### config.mk
export PLATFORM = sky130hd
export DESIGN_NAME = sort_scheduler_flat
export DESIGN_NICKNAME = d
export VERILOG_FILES = /design/src/rtl/sort_scheduler_if.sv /design/src/rtl/sort_scheduler.sv /design/src/flat_wrapper.sv
export SDC_FILE = /design/constraint.sdc
export NUM_CORES = 1
export LEC_CHECK = 0
export CAP_MARGIN = 20
export CORE_MARGIN = 2
export CORE_UTILIZATION = 28
export DETAILED_ROUTE_END_ITERATION = 7
export DONT_BUFFER_PORTS = 1
export PLACE_DENSITY_LB_ADDON = 0.12
export SYNTH_ARGS = -nofsm -noshare
export SYNTH_HDL_FRONTEND = slang
export SYNTH_SLANG_ARGS = --single-unit
### constraint.sdc
create_clock -name i_clk -period 6.25 [get_ports i_clk]
set_input_delay 0.625 -clock i_clk [delete_from_list [all_inputs] [get_ports i_clk]]
set_output_delay 0.625 -clock i_clk [all_outputs]
set_load 0.01 [all_outputs]
### src/rtl/sort_scheduler_if.sv
// sort_scheduler_if: frame, sorter handshake and published-order bus around the scheduler
interface sort_scheduler_if;
  logic        i_enable;
  logic        i_frame_done;
  logic        o_sort_start;
  logic        i_sort_done;
  logic [63:0] i_sort_order;
  logic [63:0] o_order;
  logic        o_order_valid;
  logic        o_stable;
  logic        o_busy;
  logic        o_timeout;
  logic        i_clr_err;
  logic [7:0]  o_drop_cnt;
  modport slave (
    input  i_enable, i_frame_done, i_sort_done, i_sort_order, i_clr_err,
    output o_sort_start, o_order, o_order_valid, o_stable, o_busy, o_timeout, o_drop_cnt
  );
  modport master (
    output i_enable, i_frame_done, i_sort_done, i_sort_order, i_clr_err,
    input  o_sort_start, o_order, o_order_valid, o_stable, o_busy, o_timeout, o_drop_cnt
  );
endinterface

### src/rtl/sort_scheduler.sv
// sort_scheduler: launches the sorter per frame and publishes an order once it repeats STABLE_CNT times
module sort_scheduler #(
  parameter int STABLE_CNT = 3,
  parameter int TIMEOUT    = 63
) (
  input logic             i_clk,
  input logic             i_rst_n,
  sort_scheduler_if.slave bus
);
  typedef enum logic [1:0] {IDLE, START, WAIT, CHECK} state_t;
  localparam logic [2:0] STB     = 3'(STABLE_CNT);
  localparam logic [7:0] TO_LAST = 8'(TIMEOUT - 1);
  state_t      state_q;
  logic [7:0]  wait_cnt_q, drop_q;
  logic [2:0]  match_q, match_d;
  logic [63:0] cand_q, prev_q, order_q;
  logic        sort_start_q, order_valid_q, stable_q, busy_q, timeout_q, timeout_hit;
  assign timeout_hit = state_q == WAIT && !bus.i_sort_done && wait_cnt_q == TO_LAST;
  assign match_d = state_q == CHECK ? (cand_q != prev_q ? 3'd1 : match_q == STB ? STB : match_q + 3'd1)
                 : timeout_hit ? 3'd0 : match_q;
  // scheduler FSM with all outputs, counters and result registers held in flops
  always_ff @(posedge i_clk or negedge i_rst_n) begin
    if (!i_rst_n) begin
      state_q       <= IDLE;
      wait_cnt_q    <= '0;
      drop_q        <= '0;
      match_q       <= '0;
      cand_q        <= '0;
      prev_q        <= '0;
      order_q       <= '0;
      sort_start_q  <= 1'b0;
      order_valid_q <= 1'b0;
      stable_q      <= 1'b0;
      busy_q        <= 1'b0;
      timeout_q     <= 1'b0;
    end else begin
      sort_start_q  <= 1'b0;
      order_valid_q <= 1'b0;
      match_q       <= match_d;
      stable_q      <= match_d == STB;
      if (bus.i_frame_done && (state_q != IDLE || !bus.i_enable) && drop_q != 8'hFF)
        drop_q <= drop_q + 8'd1;
      if (bus.i_clr_err)
        timeout_q <= 1'b0;
      case (state_q)
        IDLE: if (bus.i_frame_done && bus.i_enable) begin
          state_q      <= START;
          sort_start_q <= 1'b1;
          busy_q       <= 1'b1;
        end
        START: begin
          wait_cnt_q <= '0;
          state_q    <= WAIT;
        end
        WAIT: if (bus.i_sort_done) begin
          cand_q  <= bus.i_sort_order;
          state_q <= CHECK;
        end else if (timeout_hit) begin
          timeout_q <= 1'b1;
          state_q   <= IDLE;
          busy_q    <= 1'b0;
        end else begin
          wait_cnt_q <= wait_cnt_q + 8'd1;
        end
        CHECK: begin
          prev_q  <= cand_q;
          state_q <= IDLE;
          busy_q  <= 1'b0;
          if (match_d == STB && cand_q != order_q) begin
            order_q       <= cand_q;
            order_valid_q <= 1'b1;
          end
        end
        default: state_q <= IDLE;
      endcase
    end
  end
  assign bus.o_sort_start  = sort_start_q;
  assign bus.o_order       = order_q;
  assign bus.o_order_valid = order_valid_q;
  assign bus.o_stable      = stable_q;
  assign bus.o_busy        = busy_q;
  assign bus.o_timeout     = timeout_q;
  assign bus.o_drop_cnt    = drop_q;
endmodule

### src/flat_wrapper.sv
// flat-port wrapper written by rule: the top's interface ports become plain ports
module sort_scheduler_flat 
#(
  parameter int STABLE_CNT = 3,
  parameter int TIMEOUT    = 63
)
  (i_clk, i_rst_n, bus_i_enable, bus_i_frame_done, bus_i_sort_done, bus_i_sort_order, bus_i_clr_err, bus_o_sort_start, bus_o_order, bus_o_order_valid, bus_o_stable, bus_o_busy, bus_o_timeout, bus_o_drop_cnt);
  sort_scheduler_if bus_i ();
  input logic i_clk;
  input logic i_rst_n;
  input wire logic [$bits(bus_i.i_enable)-1:0] bus_i_enable;
  input wire logic [$bits(bus_i.i_frame_done)-1:0] bus_i_frame_done;
  input wire logic [$bits(bus_i.i_sort_done)-1:0] bus_i_sort_done;
  input wire logic [$bits(bus_i.i_sort_order)-1:0] bus_i_sort_order;
  input wire logic [$bits(bus_i.i_clr_err)-1:0] bus_i_clr_err;
  output wire logic [$bits(bus_i.o_sort_start)-1:0] bus_o_sort_start;
  output wire logic [$bits(bus_i.o_order)-1:0] bus_o_order;
  output wire logic [$bits(bus_i.o_order_valid)-1:0] bus_o_order_valid;
  output wire logic [$bits(bus_i.o_stable)-1:0] bus_o_stable;
  output wire logic [$bits(bus_i.o_busy)-1:0] bus_o_busy;
  output wire logic [$bits(bus_i.o_timeout)-1:0] bus_o_timeout;
  output wire logic [$bits(bus_i.o_drop_cnt)-1:0] bus_o_drop_cnt;
  assign bus_i.i_enable = bus_i_enable;
  assign bus_i.i_frame_done = bus_i_frame_done;
  assign bus_i.i_sort_done = bus_i_sort_done;
  assign bus_i.i_sort_order = bus_i_sort_order;
  assign bus_i.i_clr_err = bus_i_clr_err;
  assign bus_o_sort_start = bus_i.o_sort_start;
  assign bus_o_order = bus_i.o_order;
  assign bus_o_order_valid = bus_i.o_order_valid;
  assign bus_o_stable = bus_i.o_stable;
  assign bus_o_busy = bus_i.o_busy;
  assign bus_o_timeout = bus_i.o_timeout;
  assign bus_o_drop_cnt = bus_i.o_drop_cnt;
  sort_scheduler #(.STABLE_CNT(STABLE_CNT), .TIMEOUT(TIMEOUT)) u_core (.i_clk(i_clk), .i_rst_n(i_rst_n), .bus(bus_i));
endmodule
* Word-level counts from Yosys, hierarchy flattened
Index checks and enable logic that the tools add are counted.
W data, S select, Z words.
** Storage, ports and cells
- Register bits :: 218
- Bits of input ports :: 70
- Output and inout bits :: 77
- Word-level logic and storage cells :: 70
** Operators by class
- Add/sub/neg operators :: 3
- Eq/ne operators :: 14
- Muxes and demuxes :: 23
- Reduce and logical (&&, ||, !) cells :: 18
** Operator list (count)
- $ne A64 B64 Y1 :: 2
- $add A8 B1 Y8 const B :: 2
- $mux W8 :: 2
- $pmux W8 S2 :: 1
- $mux W3 :: 4
- $mux W1 :: 11
- $eq A8 B6 Y1 const B :: 1
- $ne A8 B8 Y1 const B :: 1
- $pmux W2 S4 :: 1
- $eq A3 B2 Y1 const B :: 2
- $logic_and A1 B1 Y1 :: 6
- $mux W2 :: 3
- $reduce_and A2 Y1 :: 3
- $eq A2 B2 Y1 const B :: 2
- $ne A2 B1 Y1 const B :: 2
- $ne A2 B2 Y1 const B :: 2
- $reduce_and A4 Y1 :: 1
- $reduce_bool A2 Y1 :: 2
- $add A3 B1 Y3 const B :: 1
- $ne A3 B2 Y1 const B :: 1
- $pmux W1 S3 :: 1
- $reduce_and A3 Y1 :: 1
- $reduce_bool A3 Y1 :: 1
- $eq A2 B1 Y1 const B :: 1
- other kinds (3) :: 4

* Logic depth before layout (Yosys ltp)
- Depth after elaboration :: 9
- Gate-level depth with buffers :: 10

* Worst setup path after synthesis
Ideal clock, no wire load.
- Kind :: register to register
- Start :: register u_core.state_q[0]
- End :: register u_core.order_q[21], in the netlist u_core.bus.o_order[21]
- Arrival time :: 2.397 ns
- Data required time :: 6.123 ns
- Path slack :: 3.726 ns
- Cell stages (with the launch flop) :: 11
- Buffers on the path :: 3
- Clock period less this slack :: 2.524 ns
- Cell sequence :: dfrtp_1 -> ha_1 -> clkbuf_1 -> nand4_1 -> or4_1 -> nor2_1 -> o211ai_1 -> a211oi_2 -> buf_4 -> buf_6 -> mux2_1
** Between the ends
- Longest elaborated chain between the ends :: 8
- Elaborated cells on any way between the ends :: 9
- Classes of those cells :: 3 x eq/ne; 2 x mux; 4 x reduce/logical
** RTL lines
- start, declared :: line sort_scheduler.sv:13 : state_t state_q;
- start signal, assigned :: line sort_scheduler.sv:24 : state_q <= IDLE;
- start signal, assigned :: line sort_scheduler.sv:47 : state_q <= START;
- start signal, assigned :: line sort_scheduler.sv:53 : state_q <= WAIT;
- $eq A2 B2 Y1 :: line sort_scheduler.sv:18 : assign timeout_hit = state_q == WAIT && !bus.i_sort_done && wait_cnt_q == TO_LAST;
- $logic_and A1 B1 Y1 (2 in a row) :: line sort_scheduler.sv:18
- $mux W3 :: line sort_scheduler.sv:20 : : timeout_hit ? 3'd0 : match_q;
- $mux W3 :: line sort_scheduler.sv:19 : assign match_d = state_q == CHECK ? (cand_q != prev_q ? 3'd1 : match_q == STB ? STB : match_q + 3'd1)
- $eq A3 B2 Y1 :: line sort_scheduler.sv:69 : if (match_d == STB && cand_q != order_q) begin
- $logic_and A1 B1 Y1 :: line sort_scheduler.sv:69
- $reduce_and A2 Y1 (no line) (*)
- end signal, assigned :: line sort_scheduler.sv:70 : order_q <= cand_q;
- end, declared :: line sort_scheduler.sv:16 : logic [63:0] cand_q, prev_q, order_q;
Every way passes the cells marked *; elsewhere a longest branch is shown, timed or not.
A chain may end at the register's enable or synchronous reset.

* Worst setup path in the final report
- Start :: register u_core.cand_q[7]
- End :: register u_core.order_q[14], in the netlist u_core.bus.o_order[14]
** Between the ends
- Longest elaborated chain between the ends :: 6
- Elaborated cells on any way between the ends :: 7
- Classes of those cells :: 3 x eq/ne; 2 x mux; 2 x reduce/logical
** RTL lines
- start, declared :: line sort_scheduler.sv:16
- start signal, assigned :: line sort_scheduler.sv:56 : cand_q <= bus.i_sort_order;
- $ne A64 B64 Y1 :: line sort_scheduler.sv:19
- $mux W3 (2 in a row) :: line sort_scheduler.sv:19
- $eq A3 B2 Y1 :: line sort_scheduler.sv:69
- $logic_and A1 B1 Y1 (*) :: line sort_scheduler.sv:69
- $reduce_and A2 Y1 (no line) (*)
Marks and branches as above.

==> summary.txt <==
Run status
  – Run status: finished, final reports clean

Route
  – Final WL: 24.2 mm
  – Vias/cell: 4.63
  – Routed len/inst: 20.3 um
  – Routed Antenna Nets: 0
  – Via Count: 5520
  – 1st-pass router iterations: 4
  – DRC violations left: 0
  – Drt initial violations: 221

Synthesis
  – Synth Area in Adders: 0.0102
  – Synth Area in XOR/XNOR: 0.125
  – Net Count, Synth: 781
  – Post-synthesis sequential area ratio: 0.558
  – Mux cell area share after synthesis: 0.223
  – Synth warnings: 0
  – Synth Cell Area: 9770 um^2
  – Count of cell types in the netlist: 38
  – Combinational family with the most area after synthesis: multiplexers
  – Synthesis-stage register bit count: 218
  – Async S/R FF share, synth: 1.00
  – Post-Synth Simple-Gate Area: 0.0567
  – Area share of the largest cell type after synthesis: 0.558
  – Mapped Cells: 703
  – Post-Syn Area per Cell: 13.9 um^2
  – Synth area leader: dfrtp_1
  – Post-synth EDFFs: 0
  – Synth Area in Compound Gates: 0.0110
  – Predominant post-synthesis flop cell: dfrtp_1
  – Synth top area cells: dfrtp_1, mux2_2, xnor2_1, mux2_1, xor2_1

Global routing
  – Met1 Use GR: 0.168
  – GRT busiest layer: met2
  – Total track usage: 0.136
  – Vias in the first global route: 5867
  – Met2 usage: 0.220
  – Largest net degree at the start of global routing: 219
  – First-pass GRT wire length: 37.2 mm
  – Met3 Use GR: 0.0534
  – Initial antenna violation count: 8
  – GRT overflow: 0

Critical path
  – Reg2Reg Setup Slack: 2.76 ns
  – Startpoint Class: flop
  – Worst R2R End: u_core.bus.o_order[14]
  – Req. time, crit path: 6.67 ns
  – Critical path data arrival time: 3.91 ns
  – WS Path Type: reg -> reg
  – Crit end category: flop
  – Reg2reg path depth: 9
  – Reg2Reg Launch Point: u_core.cand_q[7]
  – Crit Path Max Fanout: 22

Floorplan
  – Row cnt: 68
  – Die height: 191 um
  – I/O pin count: 147
  – Starting Density: 0.284
  – DIE WIDTH: 191 um
  – Total core area: 34500 um^2
  – Die ar.: 36400 um^2

Final layout
  – Post-route insts no fill: 1193
  – Most common cell after layout, fill and taps aside: dfrtp_1
  – Share of layout cells above drive strength 1: 0.262
  – Most frequent cells in the layout: dfrtp_1, mux2_2, xnor2_1, xor2_1, mux2_1
  – Synth-to-layout area growth: 14.3%
  – Nets: 792

Power and ir drop
  – Leak Pwr: 4.72 nW
  – P per Cell Area: 540 nW/um^2
  – VDD IR max: 258 uV

Clock network
  – Clk slew on worst S/H paths: 0.06 ns
  – Clk Latency, worst-skew pair: 0.54 ns
  – CTS sink count: 218
  – Clock Path Buffers: 3
  – Root Buffer: clkbuf_16
  – CTS Buf Count: 27
  – Cts repair resizes: 0
  – CTS H-Tree Depth: 1
  – CTS tree: done

Timing
  – Pins over their slew limit: 0
  – Final Cycle Share: 0.559
  – Worst-margin pin slew: 1.27 ns
  – Fin crit period: 3.49 ns
  – Final setup fails: 0
  – Final hold vios: 0
  – Setup_tns: 0 ns
  – RSZ-0062 raised after global routing: false
  – Clk_skew: 0.00804 ns
  – Max Clk Rate: 0.286 GHz
  – Rel. slew slack: 0.153

Placement
  – GP Congestion: 0.755
  – Post-DP HPWL: 16.9 mm
  – Buffers on Ports: 0
  – Placed cells: 1139

Flow run
  – Total of max-cap violations: 0

Hold path
  – Hold Path Class: in -> async
-- cell families (layout without fill, tap and decap cells) --
logic type / after synthesis / count (layout)
fa+ha+maj: 8 / 8
other cells: 0 / 4
flops: 218 / 218
compound gates: 17 / 17
simple gates: 98 / 98
buf+inv: 28 / 59
mux: 194 / 194
xor+xnor: 140 / 140
-- through the flow --
stage | worst slack (ns) | cell area [um^2] | power (mW) | hold WS (ns) | utilization
floorplan | 3.73 | 9770 | 3.99 | 0.329 | -
global placement | 2.19 | 10300 | 4.56 | 0.342 | 0.298
detailed placement | 2.66 | 10300 | 4.60 | 0.343 | 0.299
CTS | 2.63 | 11200 | 6.17 | 0.156 | 0.324
global route | 2.43 | 11200 | 6.48 | 0.194 | 0.324
finish | 2.76 | 11200 | 6.04 | 0.0947 | 0.324
-- worst max-delay path, stage by stage (launching register included) --
cell,delay [ns]
dfrtp_1,0.42
xor2_1,0.18
nor4_1,0.51
nand4_1,0.19
nor4_2,0.36
o211ai_1,0.22
a211oi_4,0.53
buf_16,0.22
buf_4,0.34
mux2_2,0.38
-- synth_stat cells (2+ instances only) --
master and instances:
mux2i_1 2, nand4_1 27, mux2_1 49, nand2b_1 2
ha_1 8, nor4_1 15, nand3_1 6, and3_1 4
nor3b_1 2, nor2b_1 3, nor2_1 14, nand3b_1 3
o211ai_1 2, dfrtp_1 218, xnor2_1 89, nand2_1 15
inv_1 5, buf_1 2, clkbuf_1 14, xor2_1 51
a21oi_1 6, mux2_2 143, o21ai_0 4, buf_6 5
-- cell type report --
type | count | area [um^2]
flip-flops and latches | 218 | 5460
fillers | 3369 | 23300
inverters | 5 | 18.8
well taps | 455 | 569
multi-input cells | 457 | 4200
clock buffers | 41 | 778
clock inverters | 8 | 67.6
diodes | 4 | 10.0
repair buffers | 5 | 77.6
-- timing repair --
action,in CTS,in global routing
hold endpoints to repair,218,0
hold buffers,1,0
buffers inserted,0,0
-- report_power, final --
part	switching, mW	total [mW]	internal, mW
Clock	0.598	1.49	0.893
Combinational	0.741	1.78	1.04
Sequential	0.772	2.76	1.99
Total	2.11	6.04	3.92
-- registers in the layout, summed over array words and instances, names as in the netlist --
name,count
u_core.bus.o_busy,1
u_core.bus.o_drop_cnt,8
u_core.bus.o_order,64
u_core.bus.o_order_valid,1
u_core.bus.o_sort_start,1
u_core.bus.o_stable,1
u_core.bus.o_timeout,1
u_core.cand_q,64
u_core.match_q,3
u_core.prev_q,64
u_core.state_q,2
u_core.wait_cnt_q,8
-- worst max-delay path by stage --
| stage | from | to | slack (ns) | depth (start not counted) |
|---|---|---|---|---|
| floorplan | u_core.state_q[0] | u_core.bus.o_order[21] | 3.73 | 10 |
| global placement | u_core.cand_q[7] | u_core.bus.o_order[11] | 2.19 | 8 |
| detailed placement | u_core.cand_q[23] | u_core.bus.o_order[52] | 2.66 | 9 |
| CTS | u_core.cand_q[23] | u_core.bus.o_order[52] | 2.63 | 9 |
| global route | u_core.cand_q[7] | u_core.bus.o_order[14] | 2.43 | 9 |
| finish | u_core.cand_q[7] | u_core.bus.o_order[14] | 2.76 | 9 |
-- routing by layer --
layer  wire length (um)  share of wire
met1              10300           0.42
met2              11300           0.47
met3               2050          0.085
met4                555          0.023
met5                 58         0.0024
Note: power is estimated with default switching activity, not from simulation.
